**config.mk**
```make
export PLATFORM = sky130hd
export DESIGN_NAME = clk_div_seq_flat
export DESIGN_NICKNAME = d
export VERILOG_FILES = /design/src/rtl/clk_div_pkg.sv /design/src/rtl/clk_div_seq_if.sv /design/src/rtl/clk_div_phase.sv /design/src/rtl/clk_div_seq.sv /design/src/flat_wrapper.sv
export SDC_FILE = /design/constraint.sdc
export NUM_CORES = 1
export LEC_CHECK = 0
export CAP_MARGIN = 20
export CORE_ASPECT_RATIO = 0.9
export CORE_MARGIN = 2
export CORE_UTILIZATION = 25
export CTS_CLUSTER_DIAMETER = 120
export CTS_CLUSTER_SIZE = 14
export DETAILED_ROUTE_END_ITERATION = 7
export DONT_BUFFER_PORTS = 1
export MAX_ROUTING_LAYER = met4
export PLACE_DENSITY = 0.41
export RECOVER_POWER = 100
export SLEW_MARGIN = 5
export SYNTH_ARGS = -nofsm -noshare
export SYNTH_HDL_FRONTEND = slang
export SYNTH_SLANG_ARGS = --single-unit
export TNS_END_PERCENT = 10
```
**constraint.sdc**
```tcl
create_clock -name clk_i -period 1.4 [get_ports clk_i]
set_input_delay 0 -clock clk_i [delete_from_list [all_inputs] [get_ports clk_i]]
set_output_delay 0 -clock clk_i [all_outputs]
set_load 0.01 [all_outputs]
```
**src/rtl/clk_div_pkg.sv**
```systemverilog
// Shared types and sizing helpers for the clk_div_seq control slice.
package clk_div_pkg;

  typedef enum logic [2:0] {
    IDLE,
    CLR_HOLD,
    SETTLE,
    RUN,
    DRAIN
  } clk_div_seq_state_t;

  localparam int unsigned DIV_MAX = 8;

  function automatic int unsigned cnt_w(input int unsigned clr_cyc,
                                        input int unsigned settle_cyc,
                                        input int unsigned div);
    int unsigned m;
    m = clr_cyc;
    if (settle_cyc > m) m = settle_cyc;
    if (div > m) m = div;
    return $clog2(m + 1);
  endfunction

endpackage

```
**src/rtl/clk_div_seq_if.sv**
```systemverilog
// Control/status bundle between local control logic (master) and clk_div_seq (slave).
interface clk_div_seq_if;
  logic en_i;
  logic restart_i;
  logic ce_o;
  logic clr_o;
  logic running_o;
  logic busy_o;
  logic phase_o;

  modport master (
    output en_i, restart_i,
    input  ce_o, clr_o, running_o, busy_o, phase_o
  );

  modport slave (
    input  en_i, restart_i,
    output ce_o, clr_o, running_o, busy_o, phase_o
  );
endinterface

```
**src/rtl/clk_div_phase.sv**
```systemverilog
// Divided-edge strobe generator: one phase_o pulse every DIV RUN cycles.
module clk_div_phase
  import clk_div_pkg::*;
#(
  parameter int unsigned DIV = 4
) (
  input  logic clk_i,
  input  logic rst_i,
  input  logic run_nxt,
  output logic phase_o
);

  localparam int unsigned PW = $clog2(DIV_MAX);
  localparam logic [PW-1:0] LAST = PW'(DIV - 1);

  // Holds the phase of the upcoming cycle so the strobe can be registered;
  // parked at 0 outside RUN so the first RUN cycle strobes.
  logic [PW-1:0] ph_cnt;

  always_ff @(posedge clk_i) begin
    if (rst_i) begin
      ph_cnt  <= '0;
      phase_o <= 1'b0;
    end else if (!run_nxt) begin
      ph_cnt  <= '0;
      phase_o <= 1'b0;
    end else begin
      phase_o <= (ph_cnt == '0);
      ph_cnt  <= (ph_cnt == LAST) ? '0 : ph_cnt + 1'b1;
    end
  end

endmodule

```
**src/rtl/clk_div_seq.sv**
```systemverilog
// CE/CLR sequencer for a BUFGCE_DIV divider. Optional strobe: CLK_DIV_SEQ_PHASE_EN.
module clk_div_seq
  import clk_div_pkg::*;
#(
  parameter int unsigned DIV        = 4,
  parameter int unsigned CLR_CYC    = 4,
  parameter int unsigned SETTLE_CYC = 2
) (
  input  logic          clk_i,
  input  logic          rst_i,
  clk_div_seq_if.slave  bus
);

  localparam int unsigned CW = cnt_w(CLR_CYC, SETTLE_CYC, DIV);
  localparam logic [CW-1:0] CLR_LD    = CW'(CLR_CYC - 1);
  localparam logic [CW-1:0] SETTLE_LD = CW'(SETTLE_CYC - 1);
  localparam logic [CW-1:0] DRAIN_LD  = CW'(DIV - 1);

  clk_div_seq_state_t state, state_nxt;
  logic [CW-1:0]      cnt, cnt_nxt;
  logic               rs_flag, rs_flag_nxt;
  logic               ce_nxt, clr_nxt, running_nxt, busy_nxt;

  always_ff @(posedge clk_i) begin
    if (rst_i) begin
      state         <= IDLE;
      cnt           <= '0;
      rs_flag       <= 1'b0;
      bus.ce_o      <= 1'b0;
      bus.clr_o     <= 1'b1;
      bus.running_o <= 1'b0;
      bus.busy_o    <= 1'b0;
    end else begin
      state         <= state_nxt;
      cnt           <= cnt_nxt;
      rs_flag       <= rs_flag_nxt;
      bus.ce_o      <= ce_nxt;
      bus.clr_o     <= clr_nxt;
      bus.running_o <= running_nxt;
      bus.busy_o    <= busy_nxt;
    end
  end

  always_comb begin
    state_nxt   = state;
    cnt_nxt     = cnt;
    rs_flag_nxt = rs_flag;
    unique case (state)
      IDLE: begin
        if (bus.en_i) begin
          state_nxt = CLR_HOLD;
          cnt_nxt   = CLR_LD;
        end
      end
      CLR_HOLD: begin
        if (!bus.en_i) begin
          state_nxt = IDLE;
          cnt_nxt   = '0;
        end else if (cnt == '0) begin
          state_nxt = SETTLE;
          cnt_nxt   = SETTLE_LD;
        end else begin
          cnt_nxt = cnt - 1'b1;
        end
      end
      SETTLE: begin
        if (!bus.en_i) begin
          state_nxt = IDLE;
          cnt_nxt   = '0;
        end else if (cnt == '0) begin
          state_nxt = RUN;
        end else begin
          cnt_nxt = cnt - 1'b1;
        end
      end
      RUN: begin
        if (!bus.en_i || bus.restart_i) begin
          state_nxt = DRAIN;
          cnt_nxt   = DRAIN_LD;
          // A restart requested while stopping is just a stop.
          rs_flag_nxt = bus.restart_i & bus.en_i;
        end
      end
      DRAIN: begin
        if (cnt == '0) begin
          rs_flag_nxt = 1'b0;
          if (rs_flag && bus.en_i) begin
            state_nxt = CLR_HOLD;
            cnt_nxt   = CLR_LD;
          end else begin
            state_nxt = IDLE;
          end
        end else begin
          cnt_nxt = cnt - 1'b1;
        end
      end
      default: begin
        state_nxt   = IDLE;
        cnt_nxt     = '0;
        rs_flag_nxt = 1'b0;
      end
    endcase
  end

  // Outputs decode the next state so they land registered alongside it.
  always_comb begin
    ce_nxt      = 1'b0;
    clr_nxt     = 1'b0;
    running_nxt = 1'b0;
    busy_nxt    = 1'b0;
    unique case (state_nxt)
      IDLE:     clr_nxt = 1'b1;
      CLR_HOLD: begin
        clr_nxt  = 1'b1;
        busy_nxt = 1'b1;
      end
      SETTLE:   busy_nxt = 1'b1;
      RUN: begin
        ce_nxt      = 1'b1;
        running_nxt = 1'b1;
      end
      DRAIN:    busy_nxt = 1'b1;
      default:  clr_nxt = 1'b1;
    endcase
  end

`ifdef CLK_DIV_SEQ_PHASE_EN
  clk_div_phase #(.DIV(DIV)) u_phase (
    .clk_i   (clk_i),
    .rst_i   (rst_i),
    .run_nxt (state_nxt == RUN),
    .phase_o (bus.phase_o)
  );
`else
  assign bus.phase_o = 1'b0;
`endif

endmodule

```
**src/flat_wrapper.sv**
```systemverilog
// flat-port wrapper written by rule: the top's interface ports become plain ports
module clk_div_seq_flat import clk_div_pkg::*;
#(
  parameter int unsigned DIV        = 4,
  parameter int unsigned CLR_CYC    = 4,
  parameter int unsigned SETTLE_CYC = 2
)
  (clk_i, rst_i, bus_en_i, bus_restart_i, bus_ce_o, bus_clr_o, bus_running_o, bus_busy_o, bus_phase_o);
  clk_div_seq_if bus_i ();
  input  logic clk_i;
  input  logic rst_i;
  input wire logic [$bits(bus_i.en_i)-1:0] bus_en_i;
  input wire logic [$bits(bus_i.restart_i)-1:0] bus_restart_i;
  output wire logic [$bits(bus_i.ce_o)-1:0] bus_ce_o;
  output wire logic [$bits(bus_i.clr_o)-1:0] bus_clr_o;
  output wire logic [$bits(bus_i.running_o)-1:0] bus_running_o;
  output wire logic [$bits(bus_i.busy_o)-1:0] bus_busy_o;
  output wire logic [$bits(bus_i.phase_o)-1:0] bus_phase_o;
  assign bus_i.en_i = bus_en_i;
  assign bus_i.restart_i = bus_restart_i;
  assign bus_ce_o = bus_i.ce_o;
  assign bus_clr_o = bus_i.clr_o;
  assign bus_running_o = bus_i.running_o;
  assign bus_busy_o = bus_i.busy_o;
  assign bus_phase_o = bus_i.phase_o;
  clk_div_seq #(.DIV(DIV), .CLR_CYC(CLR_CYC), .SETTLE_CYC(SETTLE_CYC)) u_core (.clk_i(clk_i), .rst_i(rst_i), .bus(bus_i));
endmodule
```
==> metrics <==
status finished with violations; failing checks design-rule violations, negative setup slack; max-cap violations 0; H-tree Lvls 1; CORE AREA ~0.0025 mm^2; Hold WC Path Type in -> reg; routed vias between 600 and 700; Synth Flop Type dfxtp_1; initial core utilization 0.269; minimum clock period 1550 ps; initial antenna violation count 0; CTS Buf Count 3; largest net degree at the start of global routing 11; fmax 643 MHz; RSZ-0062 raised after global routing yes; DP Area about 800 um^2; Synth Area in Compound Gates 0.270; pwr dens 880 mW/mm^2; area taken by multi-input logic gates 458 um^2; CTS Root Cell clkbuf_4; skew final approximately 1.8 ps; crit path DAT 1720 ps; Slew Limit Fails 0; fin area about 910 um^2; largest cells by area after synthesis dfxtp_1 (30%), nor2_1 (5.0%), a21oi_1 (4.4%), a221oi_4 (3.9%), nand2_1 (3.9%); CTS tree yes; commonest non-fill, non-tap cells in the layout buf_4 (13), nor2_1 (9), nand2_1 (6); ANT nets after route 0; Storage cell area slightly above 200 um^2; clock-pin slew on the worst setup and hold paths approximately 70 ps; syn nets 87; WHS 109 ps; fin crit share 1.11; crit-path max FO 7; die width 58.8 um; largest family of logic cells by synthesized area simple AND/OR/NAND/NOR gates; nature of the critical path endpoint flop; critical path type reg -> reg; Yosys top cell area share 0.296; mean post-synth cell area roughly 8.3 um^2; Ports 9; Peak VDD IR approximately 0.28 mV; Simple-Gate Fraction of Synth Area 0.294; FF-to-FF path depth 6; Port Buf Inserts 0; routability cong. ~0.84; Post-synth EDFFs 0; Avg Vias per Cell between 4 and 5; Post-Synth Adder-Cell Area 0.0370; Sink Count 10; Leakage Power 0.378 nW; Die Span Y 53.3 um; share of the yosys chip area belonging to registers 0.296; Layout fillers about 260; CTS max path bufs 2; WL final ~1700 um; Site Rows 17; commonest non-fill, non-tap cell in the layout buf_4; routed len/inst roughly 13 um; NumNets Final ~110; share of post-route cells with drive strength above 1 0.434; dominant cell type by area after synthesis dfxtp_1; CP required roughly 1600 ps; DRC violations left 1; Area Overhead vs Synth 34.6%; first drt pass iteration count 6; Clock Latency Late Sink 270 ps; Die Area ~0.0031 mm^2; final setup violation count 7; ANT cells 0; fraction of registers with async set/reset 0; Mapped Area between 600 and 700 um^2; Seq cells post-synth 10; Yosys warning count 0; Final Hold Viols 0; Syn Inst Count between 80 and 90; Overflow after GRT 0; Startpoint Class flop; mux contribution to synthesized area 0.0167; Synth Area in XOR/XNOR 0; Cell variety after synth 38; HPWL Detailed 1270 um; vias in the first global route ~610; Total GRT Usage 0.135; 1st-iter DRT viols 15; PnR worst setup slack -155 ps; hold path depth 5; first-pass GRT wire length 2950 um
==> synth_stat cells, types with 2 or more instances <==
master / number
dfxtp_1: 10
nor2_1: 9
nand2_1: 7
a21oi_1: 6
inv_1: 5
o21ai_0: 5
nor3_1: 4
a311oi_1: 2
buf_4: 2
ha_1: 2
nand2b_1: 2
==> metrics by stage <==
| step | cells | setup WS (ps) | util | total power [mW] | setup TNS, ps |
|---|---|---|---|---|---|
| 3_5_place_dp | 120 | -144 | 0.326 | 0.512 | -754 |
| 4_1_cts | 126 | -150 | 0.351 | 0.798 | -708 |
| 5_1_grt | 127 | -285 | 0.362 | 0.857 | -1520 |
| 2_1_floorplan | 81 | -12.3 | - | 0.448 | -12.3 |
| 3_3_place_gp | 120 | -116 | 0.326 | 0.514 | -625 |
| 6_report | 127 | -155 | 0.362 | 0.800 | -743 |
==> worst paths after layout <==
kind,start,endpoint,slack [ps]
setup reg to reg,u_core.cnt[0]$_SDFFE_PP0P_,u_core.cnt[1]$_SDFFE_PP0P_,-150
hold / removal,bus_restart_i,u_core.rs_flag$_SDFFE_PP0P_,110
setup / recovery,u_core.cnt[0]$_SDFFE_PP0P_,u_core.cnt[1]$_SDFFE_PP0P_,-150
hold reg to reg,u_core.rs_flag$_SDFFE_PP0P_,u_core.rs_flag$_SDFFE_PP0P_,470
==> kinds of logic (layout without fill, tap and decap cells) <==
family,after synthesis,after routing
adders and majority gates,2,2
and+or+nand+nor,33,33
AOI/OAI and AO/OA,24,24
DFF,10,10
buffers and inverters,10,28
muxes,1,1
other,1,1
==> state kept, by name (all words and copies together), names as in the netlist <==
signal	count
u_core.state	3
u_core.cnt	3
u_core.rs_flag	1
u_core.bus.running_o	1
u_core.bus.busy_o	1
u_core.bus.clr_o	1
==> critical path, cell delays in order, from the launching register on <==
cell and delay (ps):
dfxtp_2 330, inv_2 50, ha_4 160, and2b_2 240, a221oi_4 360, nor2_1 80
a311oi_1 220
==> area by class of cell <==
type / instances / area share
sequential: 10 / 0.227
inverter: 5 / 0.0206
clock buffer: 4 / 0.0399
multi-input combinational: 61 / 0.503
tap: 28 / 0.0385
timing repair buffer: 19 / 0.171
==> metal layers <==
metal  part of all wire  track usage
met2               0.44        0.194
met5                  0            -
met4              0.029        0.102
met3              0.045       0.0367
met1               0.49        0.158
==> power breakdown <==
| part | leakage (nW) | switching (mW) | total, mW | internal (mW) |
|---|---|---|---|---|
| logic | 0.273 | 0.105 | 0.220 | 0.116 |
| registers | 0.0836 | 0.0141 | 0.315 | 0.301 |
| clock network | 0.0210 | 0.107 | 0.265 | 0.158 |
| total | 0.378 | 0.225 | 0.800 | 0.575 |
==> what timing repair did <==
action	4_1_cts	5_1_grt
hold endpoints to repair	10	0
hold buffers	2	0
setup endpoints to repair	7	9
resized for setup	2	7
setup buffers	0	1
pin swaps	2	3
(Power assumes the default switching activity.)
